## config.mk

```make
export PLATFORM = sky130hd
export DESIGN_NAME = serial_addsub
export DESIGN_NICKNAME = d
export VERILOG_FILES = /design/src/rtl/serial_addsub_pkg.sv /design/src/rtl/serial_addsub_digit_adder.sv /design/src/rtl/serial_addsub.sv
export SDC_FILE = /design/constraint.sdc
export NUM_CORES = 1
export LEC_CHECK = 0
export BUFFER_PORTS_ARGS = -buffer_cell sky130_fd_sc_hd__buf_4
export CAP_MARGIN = 20
export CELL_PAD_IN_SITES_DETAIL_PLACEMENT = 2
export CELL_PAD_IN_SITES_GLOBAL_PLACEMENT = 2
export CORE_MARGIN = 8
export CORE_UTILIZATION = 34
export CTS_CLUSTER_SIZE = 30
export DETAILED_ROUTE_END_ITERATION = 10
export GPL_TIMING_DRIVEN = 0
export PLACE_DENSITY = 0.79
export SLEW_MARGIN = 40
export SYNTH_ARGS = -nofsm -noshare
export SYNTH_HDL_FRONTEND = slang
export SYNTH_SLANG_ARGS = --single-unit
```

## constraint.sdc

```tcl
create_clock -name clk -period 2.35 [get_ports clk]
set_input_delay 0.47 -clock clk [delete_from_list [all_inputs] [get_ports clk]]
set_output_delay 0.47 -clock clk [all_outputs]
set_load 0.02 [all_outputs]
```

## src/rtl/serial_addsub_pkg.sv

```systemverilog
// Shared types and helpers for the digit-serial adder/subtractor.
// Holds the control state encoding and the digit-counter sizing function.
package serial_addsub_pkg;

  typedef enum logic [1:0] {
    IDLE,
    RUN,
    DONE
  } state_e;

  // Width of a counter that indexes n digits; never narrower than one bit.
  function automatic int cnt_width(input int n);
    return (n > 1) ? $clog2(n) : 1;
  endfunction

endpackage

```

## src/rtl/serial_addsub_digit_adder.sv

```systemverilog
// Combinational DIGIT-bit ripple adder built from full-adder cells.
// Also exposes the carry into the top bit so the caller can derive signed overflow.
module digit_adder #(
  parameter int DIGIT = 2
) (
  input  logic [DIGIT-1:0] x,
  input  logic [DIGIT-1:0] y,
  input  logic             cin,
  output logic [DIGIT-1:0] s,
  output logic             cout,
  output logic             c_msb
);

  logic [DIGIT:0] c;

  assign c[0] = cin;

  for (genvar i = 0; i < DIGIT; i++) begin : g_fa
    assign s[i]     = x[i] ^ y[i] ^ c[i];
    assign c[i + 1] = (x[i] & y[i]) | (c[i] & (x[i] ^ y[i]));
  end

  assign cout  = c[DIGIT];
  assign c_msb = c[DIGIT-1];

endmodule

```

## src/rtl/serial_addsub.sv

```systemverilog
// Digit-serial two's-complement adder/subtractor with valid/ready on both sides.
// Consumes DIGIT bits per clock, LSB digit first, carrying between digits in a flop.
module serial_addsub
  import serial_addsub_pkg::*;
#(
  parameter int WIDTH = 8,
  parameter int DIGIT = 2
) (
  input  logic             clk,
  input  logic             rst_n,
  input  logic             in_valid,
  output logic             in_ready,
  input  logic [WIDTH-1:0] a,
  input  logic [WIDTH-1:0] b,
  input  logic             sub,
  output logic             out_valid,
  input  logic             out_ready,
  output logic [WIDTH-1:0] result,
  output logic             carry_out,
  output logic             overflow
);

  localparam int N  = WIDTH / DIGIT;
  localparam int CW = cnt_width(N);
  localparam logic [CW-1:0] LAST = CW'(N - 1);

  if ((DIGIT < 1) || (DIGIT > WIDTH) || (WIDTH % DIGIT != 0)) begin : g_bad_params
    $error("serial_addsub: WIDTH must be a positive multiple of DIGIT");
  end

  state_e           state_q,     state_d;
  logic [WIDTH-1:0] a_q,         a_d;
  logic [WIDTH-1:0] b_q,         b_d;
  logic [WIDTH-1:0] acc_q,       acc_d;
  logic [WIDTH-1:0] result_q,    result_d;
  logic [CW-1:0]    cnt_q,       cnt_d;
  logic             sub_q,       sub_d;
  logic             carry_q,     carry_d;
  logic             carry_out_q, carry_out_d;
  logic             overflow_q,  overflow_d;

  logic [DIGIT-1:0] dig_sum;
  logic             dig_cout;
  logic             dig_c_msb;

  digit_adder #(
    .DIGIT(DIGIT)
  ) u_digit_adder (
    .x    (a_q[DIGIT-1:0]),
    .y    (b_q[DIGIT-1:0]),
    .cin  (carry_q),
    .s    (dig_sum),
    .cout (dig_cout),
    .c_msb(dig_c_msb)
  );

  always_comb begin
    // NOTE: every _d gets its hold value first so no path through the case infers a latch.
    state_d     = state_q;
    a_d         = a_q;
    b_d         = b_q;
    acc_d       = acc_q;
    result_d    = result_q;
    cnt_d       = cnt_q;
    sub_d       = sub_q;
    carry_d     = carry_q;
    carry_out_d = carry_out_q;
    overflow_d  = overflow_q;

    unique case (state_q)
      IDLE: begin
        if (in_valid) begin
          // Subtraction is A + ~B + 1: invert B here and seed the carry with sub.
          state_d = RUN;
          a_d     = a;
          b_d     = sub ? ~b : b;
          sub_d   = sub;
          carry_d = sub;
          cnt_d   = '0;
        end
      end
      RUN: begin
        a_d     = a_q >> DIGIT;
        b_d     = b_q >> DIGIT;
        acc_d   = WIDTH'({dig_sum, acc_q} >> DIGIT);
        carry_d = dig_cout;
        cnt_d   = cnt_q + 1'b1;
        if (cnt_q == LAST) begin
          // Published outputs change only here, so they hold through DONE and IDLE.
          state_d     = DONE;
          result_d    = WIDTH'({dig_sum, acc_q} >> DIGIT);
          carry_out_d = dig_cout ^ sub_q;
          overflow_d  = dig_cout ^ dig_c_msb;
        end
      end
      DONE: begin
        if (out_ready) state_d = IDLE;
      end
      default: state_d = IDLE;
    endcase
  end

  // NOTE: sequential state uses non-blocking assignments only; the datapath registers
  // are reset too, so an aborted operation leaves nothing stale behind.
  always_ff @(posedge clk or negedge rst_n) begin
    if (!rst_n) begin
      state_q     <= IDLE;
      a_q         <= '0;
      b_q         <= '0;
      acc_q       <= '0;
      result_q    <= '0;
      cnt_q       <= '0;
      sub_q       <= 1'b0;
      carry_q     <= 1'b0;
      carry_out_q <= 1'b0;
      overflow_q  <= 1'b0;
    end else begin
      state_q     <= state_d;
      a_q         <= a_d;
      b_q         <= b_d;
      acc_q       <= acc_d;
      result_q    <= result_d;
      cnt_q       <= cnt_d;
      sub_q       <= sub_d;
      carry_q     <= carry_d;
      carry_out_q <= carry_out_d;
      overflow_q  <= overflow_d;
    end
  end

  assign in_ready  = (state_q == IDLE);
  assign out_valid = (state_q == DONE);
  assign result    = result_q;
  assign carry_out = carry_out_q;
  assign overflow  = overflow_q;

endmodule

```

==> flow_summary_export.csv <==
group,metric,value,unit
setup_path,critPathMaxStageDelay,380,ps
clock_tree,cts-resized-gates,0,
setup_path,endpoint_kind,"output port",
setup_path,r2r_slack,580,ps
final_layout,final_util,0.426,
floorplanning,die-area,0.00760,mm^2
global_routing,grt_max_degree,39,
global_routing,grt_pass1_wl,7870,um
setup_path,r2r-start,"a_q[0]",
setup_path,path_class,"register to output port",
synthesis,synth.avg_cell_area,10.9,um^2
drt,dr_wl_met3,186,um
final_layout,syn_to_final_growth,23.9,%
outcome,status,"finished clean",
final_layout,seq_area,951,um^2
drt,drtIter0Drc,37,
drt,wl_met2,2370,um
setup_path,start_kind,"register",
sta,fmax,550,MHz
setup_path,crit_fanout,10,
sta,drv_slew,0,
synthesis,synth_area_leaders,"dfrtp_1 (55%), nand2_1 (7.0%), xnor2_1 (4.6%)",
sta,setup_tns,0,ps
placed_design,port_buffers,31,
drt,ant_nets,0,
drt,remaining_drc_errors,0,
clock_tree,post-cts-setup-buffer-count,0,
pwr,p_per_area,1310,mW/mm^2
clock_tree,clkTransAtPathRegs,70,ps
synthesis,synth_seq_area_share,0.552,
synthesis,ys_types,27,
clock_tree,cts_hold_buffers,0,
floorplanning,start_util,0.344,
floorplanning,num_rows,26,
synthesis,synth_nets,182,
drt,viasPerCell,4.87,
floorplanning,die_h,87.2,um
sta,setup_viol,0,
sta,grt_setup_unrepaired,"no",
setup_path,rr_endpoint,"overflow",
floorplanning,die_width,87.2,um
synthesis,ys_warn_count,0,
drt,dr.pass1.iters,4,
drt,met1_length,1900,um
clock_tree,htree_levels,2,
synthesis,netlist_area,0.00172,mm^2
final_layout,drive_above_1_share,0.305,
final_layout,multi_input_area,689,um^2
floorplanning,core_region_area,0.00501,mm^2
synthesis,synth_cells,158,
global_routing,grt_util_all_layers,0.134,
synthesis,yosysTopAreaCell,"dfrtp_1",
setup_path,crit_path_top_delay_cell,"dfrtp_1",
worst_hold_path,hold_class,"primary input to asynchronous set/reset pin",
drt,num_vias,1301,
clock_tree,clock_sinks,38,
sta,fin_skew,4.55,ps
pwr,power_leakage,1.02,nW
setup_path,worstPathCellList,"buf_6, buf_2, nand2b_1, inv_1, buf_4",
sta,fin_crit_sh,0.773,
clock_tree,clock_latency,290,ps
flow_run,drv_cap,0,
synthesis,synth_top_area_frac,0.552,
clock_tree,cts_tree,"done",
drt,post_drt_wl_per_cell,16.8,um
pwr,ir_worst_vdd,0.000393,V
synthesis,synth-seq-cells,38,
global_routing,grt_pass1_vias,1587,
global_routing,antenna_found_initial,0,
setup_path,crit_required,1880,ps
sta,worst_pin_slew,510,ps
drt,routed.top_layer,"met4",
sta,slew_headroom,0.660,
clock_tree,numCtsBuffers,5,
sta,finalHoldViolCount,0,
placed_design,hpwlAfterDp,3440,um
clock_tree,cts-root-buf,"clkbuf_8",
placed_design,gp_congestion,0.790,
floorplanning,ioPinCount,33,
drt,drt_wl_total,4480,um
setup_path,r2r_cells,5,
final_layout,n_antenna_cell,0,
sta,timing.final.crit_period,1820,ps
final_layout,fin_nets,220,
setup_path,cp.arrival,1350,ps
clock_tree,cts_buffer_depth,2,
global_routing,grt_remaining_overflow,0,
final_layout,fillCellCount,571,
==> how the worst max path moves through the flow <==
stage / slack [ps] / endpoint / start / cells past startpoint
after global routing: 410 / out_valid / state_q[0] / 5
after detailed placement: 560 / overflow / a_q[0] / 5
after global placement: 600 / carry_out / a_q[0] / 5
after CTS: 500 / out_valid / state_q[0] / 5
final: 530 / out_valid / state_q[0] / 5
after floorplan: 700 / carry_out / a_q[0] / 5
==> flip-flops by register name (all words and copies together), names as in the netlist <==
name	count
a_q	8
b_q	8
result	8
acc_q	6
cnt_q	2
state_q	2
carry_out	1
carry_q	1
overflow	1
sub_q	1
==> final cells by class <==
type                    instances  share of cell area
multi-input cells             105               0.323
flip-flops and latches         38               0.445
well taps                      70              0.0410
inverters                       6              0.0106
repair buffers                 31               0.109
plain buffers                   9              0.0281
clock inverters                 1             0.00234
clock buffers                   7              0.0404
==> power by group <==
| group | switching (mW) | total [mW] | leakage, nW | internal [mW] |
|---|---|---|---|---|
| clock | 0.219 | 0.456 | 0.0482 | 0.237 |
| sequential | 0.166 | 1.09 | 0.489 | 0.926 |
| combinational | 0.712 | 1.25 | 0.484 | 0.535 |
| total | 1.10 | 2.79 | 1.02 | 1.70 |
==> cells in the mapped netlist, drive strengths merged <==
cell type,count
a2bb2oi,2
buf,9
nor2,9
inv,6
nand2b,2
mux2,6
ha,1
dfrtp,38
o21ai,15
nand2,32
o21bai,1
a211oi,1
nand3,4
a21oi,1
xnor2,9
nor3b,1
or3b,1
a221o,7
nor2b,3
a22oi,6
nand3b,1
xor2,1
fa,2
==> kinds of logic after synthesis <==
kind of cell | Yosys count | synth area share
simple gates | 53 | 0.145
flops | 38 | 0.552
compound gates | 33 | 0.135
buf+inv | 15 | 0.0479
xor+xnor | 10 | 0.0508
mux | 6 | 0.0392
fa+ha+maj | 3 | 0.0305
==> layer usage <==
layer / vias to the layer above / global-route usage
li1: 609 / -
met1: 664 / 0.149
met2: 26 / 0.237
met3: 2 / 0.0415
met4: 0 / 0.0453
met5: - / 0
==> worst max-delay path: cells and delay by family (launching register included) <==
kind	cells	cell delay, ps
buffers and inverters	4	500
DFF	1	380
and+or+nand+nor	1	170
==> per-stage QoR <==
stage / area [um^2] / hold WS, ps / worst slack, ps / instances / total power, mW
after global routing: 2130 / 171 / 410 / 267 / 3.05
final: 2130 / 148 / 533 / 267 / 2.79
after CTS: 2130 / 158 / 498 / 267 / 2.86
after global placement: 2040 / 457 / 596 / 259 / 2.28
after detailed placement: 2040 / 474 / 561 / 259 / 2.39
after floorplan: 1720 / 174 / 702 / 158 / 1.91
==> placed cells by master, fill, tap and decap left out, types with 4 or more instances in the layout <==
| master | instances |
|---|---|
| nor2_1 | 9 |
| nand3_1 | 4 |
| a22oi_1 | 6 |
| mux2_2 | 6 |
| inv_1 | 6 |
| clkbuf_8 | 6 |
| o21ai_0 | 14 |
| nand2_1 | 32 |
| buf_2 | 6 |
| xnor2_1 | 9 |
| dfrtp_1 | 38 |
| buf_4 | 32 |
| a221o_2 | 4 |
(Power assumes the default switching activity.)
